[src/rtl/hazard_stall_ctrl.sv]
// Stall/flush control for ID-stage hazards that forwarding cannot cover.
// Ports: ID/EX/MEM operand info in; PC/IF_ID enables, bubble, flush, stall count out.
module hazard_stall_ctrl #(
  parameter int CNT_W = 16
) (
  input  logic             clk,
  input  logic             rst,
  input  logic [4:0]       IF_ID_Rs1,
  input  logic [4:0]       IF_ID_Rs2,
  input  logic             IF_ID_UsesRs1,
  input  logic             IF_ID_UsesRs2,
  input  logic             IF_ID_Branch,
  input  logic             IF_ID_MemWrite,
  input  logic             BranchTaken,
  input  logic [4:0]       ID_EX_Rd,
  input  logic             ID_EX_RegWrite,
  input  logic             ID_EX_MemRead,
  input  logic [4:0]       EX_MEM_Rd,
  input  logic             EX_MEM_MemRead,
  output logic             PCWrite,
  output logic             IF_ID_Write,
  output logic             ID_EX_CtrlZero,
  output logic             IF_ID_Flush,
  output logic [CNT_W-1:0] StallCycles
);

  typedef enum logic {
    S_IDLE,
    S_HOLD
  } state_t;

  state_t           r_state;
  logic [CNT_W-1:0] r_cnt;

  logic w_ex_m1;
  logic w_ex_m2;
  logic w_mem_m;
  logic w_lu;
  logic w_ba;
  logic w_bl;
  logic w_need1;
  logic w_need2;
  logic w_idle;
  logic w_stall;

  always_comb begin
    w_ex_m1 = (ID_EX_Rd != 5'd0) && IF_ID_UsesRs1
            && (ID_EX_Rd == IF_ID_Rs1);
    w_ex_m2 = (ID_EX_Rd != 5'd0) && IF_ID_UsesRs2
            && (ID_EX_Rd == IF_ID_Rs2);
    w_mem_m = (EX_MEM_Rd != 5'd0)
            && ((IF_ID_UsesRs1 && (EX_MEM_Rd == IF_ID_Rs1))
             || (IF_ID_UsesRs2 && (EX_MEM_Rd == IF_ID_Rs2)));
  end

  // A store only needs the loaded value as data (rs2) in MEM, where
  // load->store forwarding supplies it, so an rs2-only match is no hazard.
  assign w_lu = ID_EX_MemRead
              && (w_ex_m1 || (w_ex_m2 && !IF_ID_MemWrite));
  assign w_ba = IF_ID_Branch && ID_EX_RegWrite && !ID_EX_MemRead
              && (w_ex_m1 || w_ex_m2);
  assign w_bl = IF_ID_Branch && EX_MEM_MemRead && w_mem_m;

  assign w_need2 = w_lu && IF_ID_Branch;
  assign w_need1 = (w_lu || w_ba || w_bl) && !w_need2;

  assign w_idle  = (r_state == S_IDLE);
  assign w_stall = (w_idle && (w_need1 || w_need2))
                 || (r_state == S_HOLD);

  // Reset overrides the enables directly so they react asynchronously.
  assign PCWrite        = !rst && !w_stall;
  assign IF_ID_Write    = !rst && !w_stall;
  assign ID_EX_CtrlZero = rst || w_stall;
  // Compare result uses stale operands while stalled; mask it.
  assign IF_ID_Flush    = !rst && BranchTaken && IF_ID_Branch
                        && !w_stall;
  assign StallCycles    = r_cnt;

  always_ff @(posedge clk or posedge rst) begin
    if (rst) begin
      r_state <= S_IDLE;
      r_cnt   <= '0;
    end else begin
      unique case (r_state)
        S_IDLE: r_state <= w_need2 ? S_HOLD : S_IDLE;
        S_HOLD: r_state <= S_IDLE;
        default: r_state <= S_IDLE;
      endcase
      if (w_stall && (r_cnt != {CNT_W{1'b1}}))
        r_cnt <= r_cnt + CNT_W'(1);
    end
  end

endmodule

[config.mk]
export PLATFORM = sky130hd
export DESIGN_NAME = hazard_stall_ctrl
export DESIGN_NICKNAME = d
export VERILOG_FILES = /design/src/rtl/hazard_stall_ctrl.sv
export SDC_FILE = /design/constraint.sdc
export NUM_CORES = 1
export LEC_CHECK = 0
export CORE_MARGIN = 2
export CORE_UTILIZATION = 30
export CTS_BUF_LIST = sky130_fd_sc_hd__clkbuf_16
export DETAILED_ROUTE_END_ITERATION = 6
export SLEW_MARGIN = 10
export SYNTH_ARGS = -nofsm -noshare
export SYNTH_HDL_FRONTEND = slang
export SYNTH_SLANG_ARGS = --single-unit
[constraint.sdc]
create_clock -name clk -period 6.2 [get_ports clk]
set_clock_uncertainty 0.2 [all_clocks]
set_input_delay 0.93 -clock clk [delete_from_list [all_inputs] [get_ports clk]]
set_output_delay 0.93 -clock clk [all_outputs]
set_load 0.005 [all_outputs]
==> results <==
- In the final layout, the share of cells above drive strength 1 is 0.05682.
- The post-route cell area is 0.001832 mm².
- For this design the top-level I/O count stands at 50.
- After layout, the minimum clock period comes to 4.838 ns.
- Of the post-synthesis cell area, the dominant cell type holds 0.3455.
- The via count of the first global-routing pass is 1,102.
- For this design the ratio of total power to cell area is 189.0 mW/mm².
- The initial core utilization is 0.3100.
- The clock edge transition at the registers on the reported setup and hold paths is 0.05 ns.
- The clock net in this run drives a total of 17 sinks.
- The post-synthesis instance area is 0.001231 mm².
- For this run, design rule violations remaining after detail routing come to 0.
- The detailed router used layers up to and including met4.
- After legalization and detailed placement, the total HPWL measured 2453 µm.
- The final hold violation count came to 0.
- The critical path endpoint category is an output port.
- The period utilization is 0.7803.
- The final weighted congestion in routability-driven placement is 0.7885.
- The detail-routed via count per cell is 4.978.
- Counting every net in the synthesized netlist gives 158.
- For this run, the number of Yosys warnings is 0.
- The remaining max-slew budget at the tightest pin is 0.1753.
- The buffer levels on the longest clock path is 2.
- After clock tree synthesis, the setup repair step added 0 buffers.
- The type of the most critical hold path is register to register.
- Summed over all layers, the global routing overflow is 0.
- The internal portion of the total power is 0.2609 mW.
- Row generation in the floorplan step produced 23 rows.
- The final max-slew violation count was 0.
- In this run the worst path has a maximum fanout of 16.
- The first global-routing pass estimated 4947 µm of wire.
- The first detailed-routing pass took 4 iterations.
- The clock share of power is 0.360.
- The layout has 368 filler cells.
- The power dissipated by switching net loads is 0.08539 mW.
- The H-tree depth is 1.
- The detail-routed net length per standard cell is 13.36 µm.
- Summed over all layers, the routed wires come to 3019 µm.
- Counting distinct cell types in the post-synthesis netlist gives 32.
- Post-CTS repair changed the size of 0 cells.
- The instance count along the most critical hold path is 1.
- The total inserted antenna cells is 0.
- The placeable core region is 0.003971 mm².
- The count of port buffers added during placement is 49.
- The worst setup path is of the primary input to output port kind.
- After detailed routing, the wire length on met1 is 1237 µm.
- The gate count of the mapped netlist is 127.
- Setup violations remaining at the end of the flow were counted as 0.
- Across every metal layer, demand over resource in global routing totals 0.1412.
- The static power due to leakage is 0.7148 nW.
- The TritonCTS clock tree is done.
- The die is 68.06 µm wide.
- In the post-synthesis netlist, the biggest area contributors are dfrtp_1 (35%), xnor2_1 (14%), xor2_1 (9.2%).
- The final layout contains 208 nets.
- From synthesis to final layout, the design area changed by 48.78%.
- In this run the mean area of a mapped cell was 9.694 µm².
- The timing-limited maximum frequency is 206.7 MHz.
- Measured along the y axis, the die boundary spans 68.06 µm.
- The count of cells along the worst register-to-register path is 7.
- The number of hold buffers added after CTS was 0.
- The initial antenna violation count was 0.
- Data on the critical path arrives at its endpoint at 3.71 ns.
- The tool flagged a number of max-cap violations equal to 0.
- Entering global routing, the biggest net connects 19 pins.
- The share of the yosys chip area belonging to registers is 0.3455.
- Of the total power, the share spent switching nets is 0.2466.
- The combinational group share of total power is 0.247.
- The count of nets left with antenna violations after detail routing is 0.
- For the worst setup path, the data required time is 5.07 ns.
- The met3 routed wirelength is 211 µm.
- After the first detailed-routing iteration, the DRC count stood at 25.
- The post-synthesis register bit count is 17.
- The total placed instance area is 0.001753 mm².
- The source-to-sink clock delay at the later pin of the worst-skew pair is 0.24 ns.
- The share of total power in sequential cells is 0.392.
- The synthesized design spends more area on one cell type than any other, namely dfrtp_1.
- The slew at the pin closest to its max-slew limit is 1.221 ns.
- The run finished with clean final reports.
- Setup repair after global routing left no endpoint under its margin.
- In the detailed route, the total length drawn on met2 is 1537 µm.
- The number of buffers created by CTS is 3.
- VDD sags by at most 0.1235 mV.
- STA classifies the critical path startpoint as a primary input.
- The floorplan step defined a die boundary enclosing 0.004632 mm².
- The total negative setup slack is 0 ns.
- Clock tree synthesis selected as its root buffer the cell clkbuf_16.
- The routed via count is 1,125.
==> final timing paths <==
path	from	endpoint	slack, ns
setup / recovery	EX_MEM_Rd[1]	IF_ID_Flush	1.36
hold / removal	r_state	r_state	0.24
setup reg to reg	StallCycles[0]	StallCycles[1]	3.44
hold reg to reg	r_state	r_state	0.24
max in group asynchronous	rst	StallCycles[5]	4.48
min in group asynchronous	rst	StallCycles[8]	0.89
==> power by group through the flow <==
stage	sequential [mW]	clock [mW]	combinational [mW]
6_report	0.136	0.125	0.0857
5_1_grt	0.137	0.135	0.0952
4_1_cts	0.136	0.128	0.0873
3_5_place_dp	0.138	0	0.0870
3_3_place_gp	0.137	0	0.0856
2_1_floorplan	0.136	0	0.0334
==> per-layer routing <==
layer / GRT usage / vias to the layer above
li1: - / 555
met1: 0.1626 / 522
met2: 0.2597 / 44
met3: 0.03289 / 4
met4: 0.03750 / 0
met5: 0 / -
==> state kept, by name (all words and copies together), names as in the netlist <==
signal / flops
StallCycles: 16
r_state: 1
==> per-stage QoR <==
| step | power [mW] | cells | setup WS (ns) | hold slack (ns) | utilization |
|---|---|---|---|---|---|
| 2_1_floorplan | 0.1695 | 127 | 2.678 | 0.2088 | - |
| 6_report | 0.3463 | 226 | 1.362 | 0.2446 | 0.4612 |
| 3_5_place_dp | 0.2248 | 222 | 1.371 | 0.2358 | 0.4414 |
| 3_3_place_gp | 0.2227 | 222 | 1.464 | 0.2504 | 0.4414 |
| 5_1_grt | 0.3672 | 226 | 1.213 | 0.2739 | 0.4612 |
| 4_1_cts | 0.3509 | 226 | 1.355 | 0.2501 | 0.4612 |
==> Yosys cell counts <==
| cell | n |
|---|---|
| ha_1 | 1 |
| mux2_1 | 3 |
| buf_2 | 1 |
| buf_6 | 1 |
| or3_1 | 1 |
| or2_1 | 2 |
| inv_1 | 5 |
| a211oi_1 | 8 |
| xnor2_1 | 20 |
| nand2_1 | 11 |
| o22ai_1 | 1 |
| and3_1 | 1 |
| xor2_1 | 13 |
| nand4_1 | 6 |
| nand3b_1 | 1 |
| or4_4 | 1 |
| nand3_1 | 9 |
| nor4_4 | 1 |
| a41oi_1 | 1 |
| buf_4 | 2 |
| nor2_1 | 4 |
| a211oi_2 | 1 |
| nand2b_1 | 1 |
| o211ai_2 | 1 |
| nor3_2 | 1 |
| dfrtp_1 | 17 |
| a21oi_1 | 2 |
| nor2_2 | 1 |
| a2111oi_0 | 5 |
| and4_1 | 1 |
| nor3_1 | 3 |
| o21ai_4 | 1 |
==> cell usage in the layout, fill, tap and decap left out <==
master,count
or2_1,2
a2111oi_0,5
and4_1,1
inv_1,6
mux2_1,3
xor2_1,13
nand4_1,6
nor2_1,4
dfrtp_1,17
a41oi_1,1
nand2_1,11
a211oi_1,8
ha_1,1
nand2b_1,1
o21ai_4,1
and3_1,1
nand3_1,9
o22ai_1,1
nor4_4,1
nand3b_1,1
a21oi_1,2
or4_4,1
clkbuf_16,3
nor3_1,3
or3_1,1
clkdlybuf4s50_1,49
nor2_2,1
a211oi_2,1
xnor2_1,20
nor3_2,1
o211ai_2,1
==> critical path, stage by stage <==
cell and delay [ns]:
clkdlybuf4s50_1 0.49, xnor2_1 0.16, nand4_1 0.09, o22ai_1 0.09, a41oi_1 0.99, nand3_1 0.28, nor2_1 0.16, clkdlybuf4s50_1 0.51
==> cell families (layout without fill, tap and decap cells) <==
family,count (synthesis),count (layout),share of synthesized area
multiplexers,3,3,0.02744
buffers and inverters,9,58,0.04064
XOR/XNOR,33,33,0.2348
AND/OR/NAND/NOR,44,44,0.2033
adder cells (fa/ha/maj),1,1,0.01016
flip-flops,17,17,0.3455
AO/OA/AOI/OAI,20,20,0.1382
==> cell type report <==
class                           count  area [µm²]  area share
Timing Repair Buffer               49       490.5      0.2678
Multi-Input combinational cell    101       755.7      0.4126
Sequential cell                    17       425.4      0.2322
Inverter                            5       18.77     0.01025
Clock buffer                        3       75.07     0.04098
Tap cell                           50       62.56     0.03415
Clock inverter                      1       3.754    0.002049
Power figures use the tool's default switching activity.
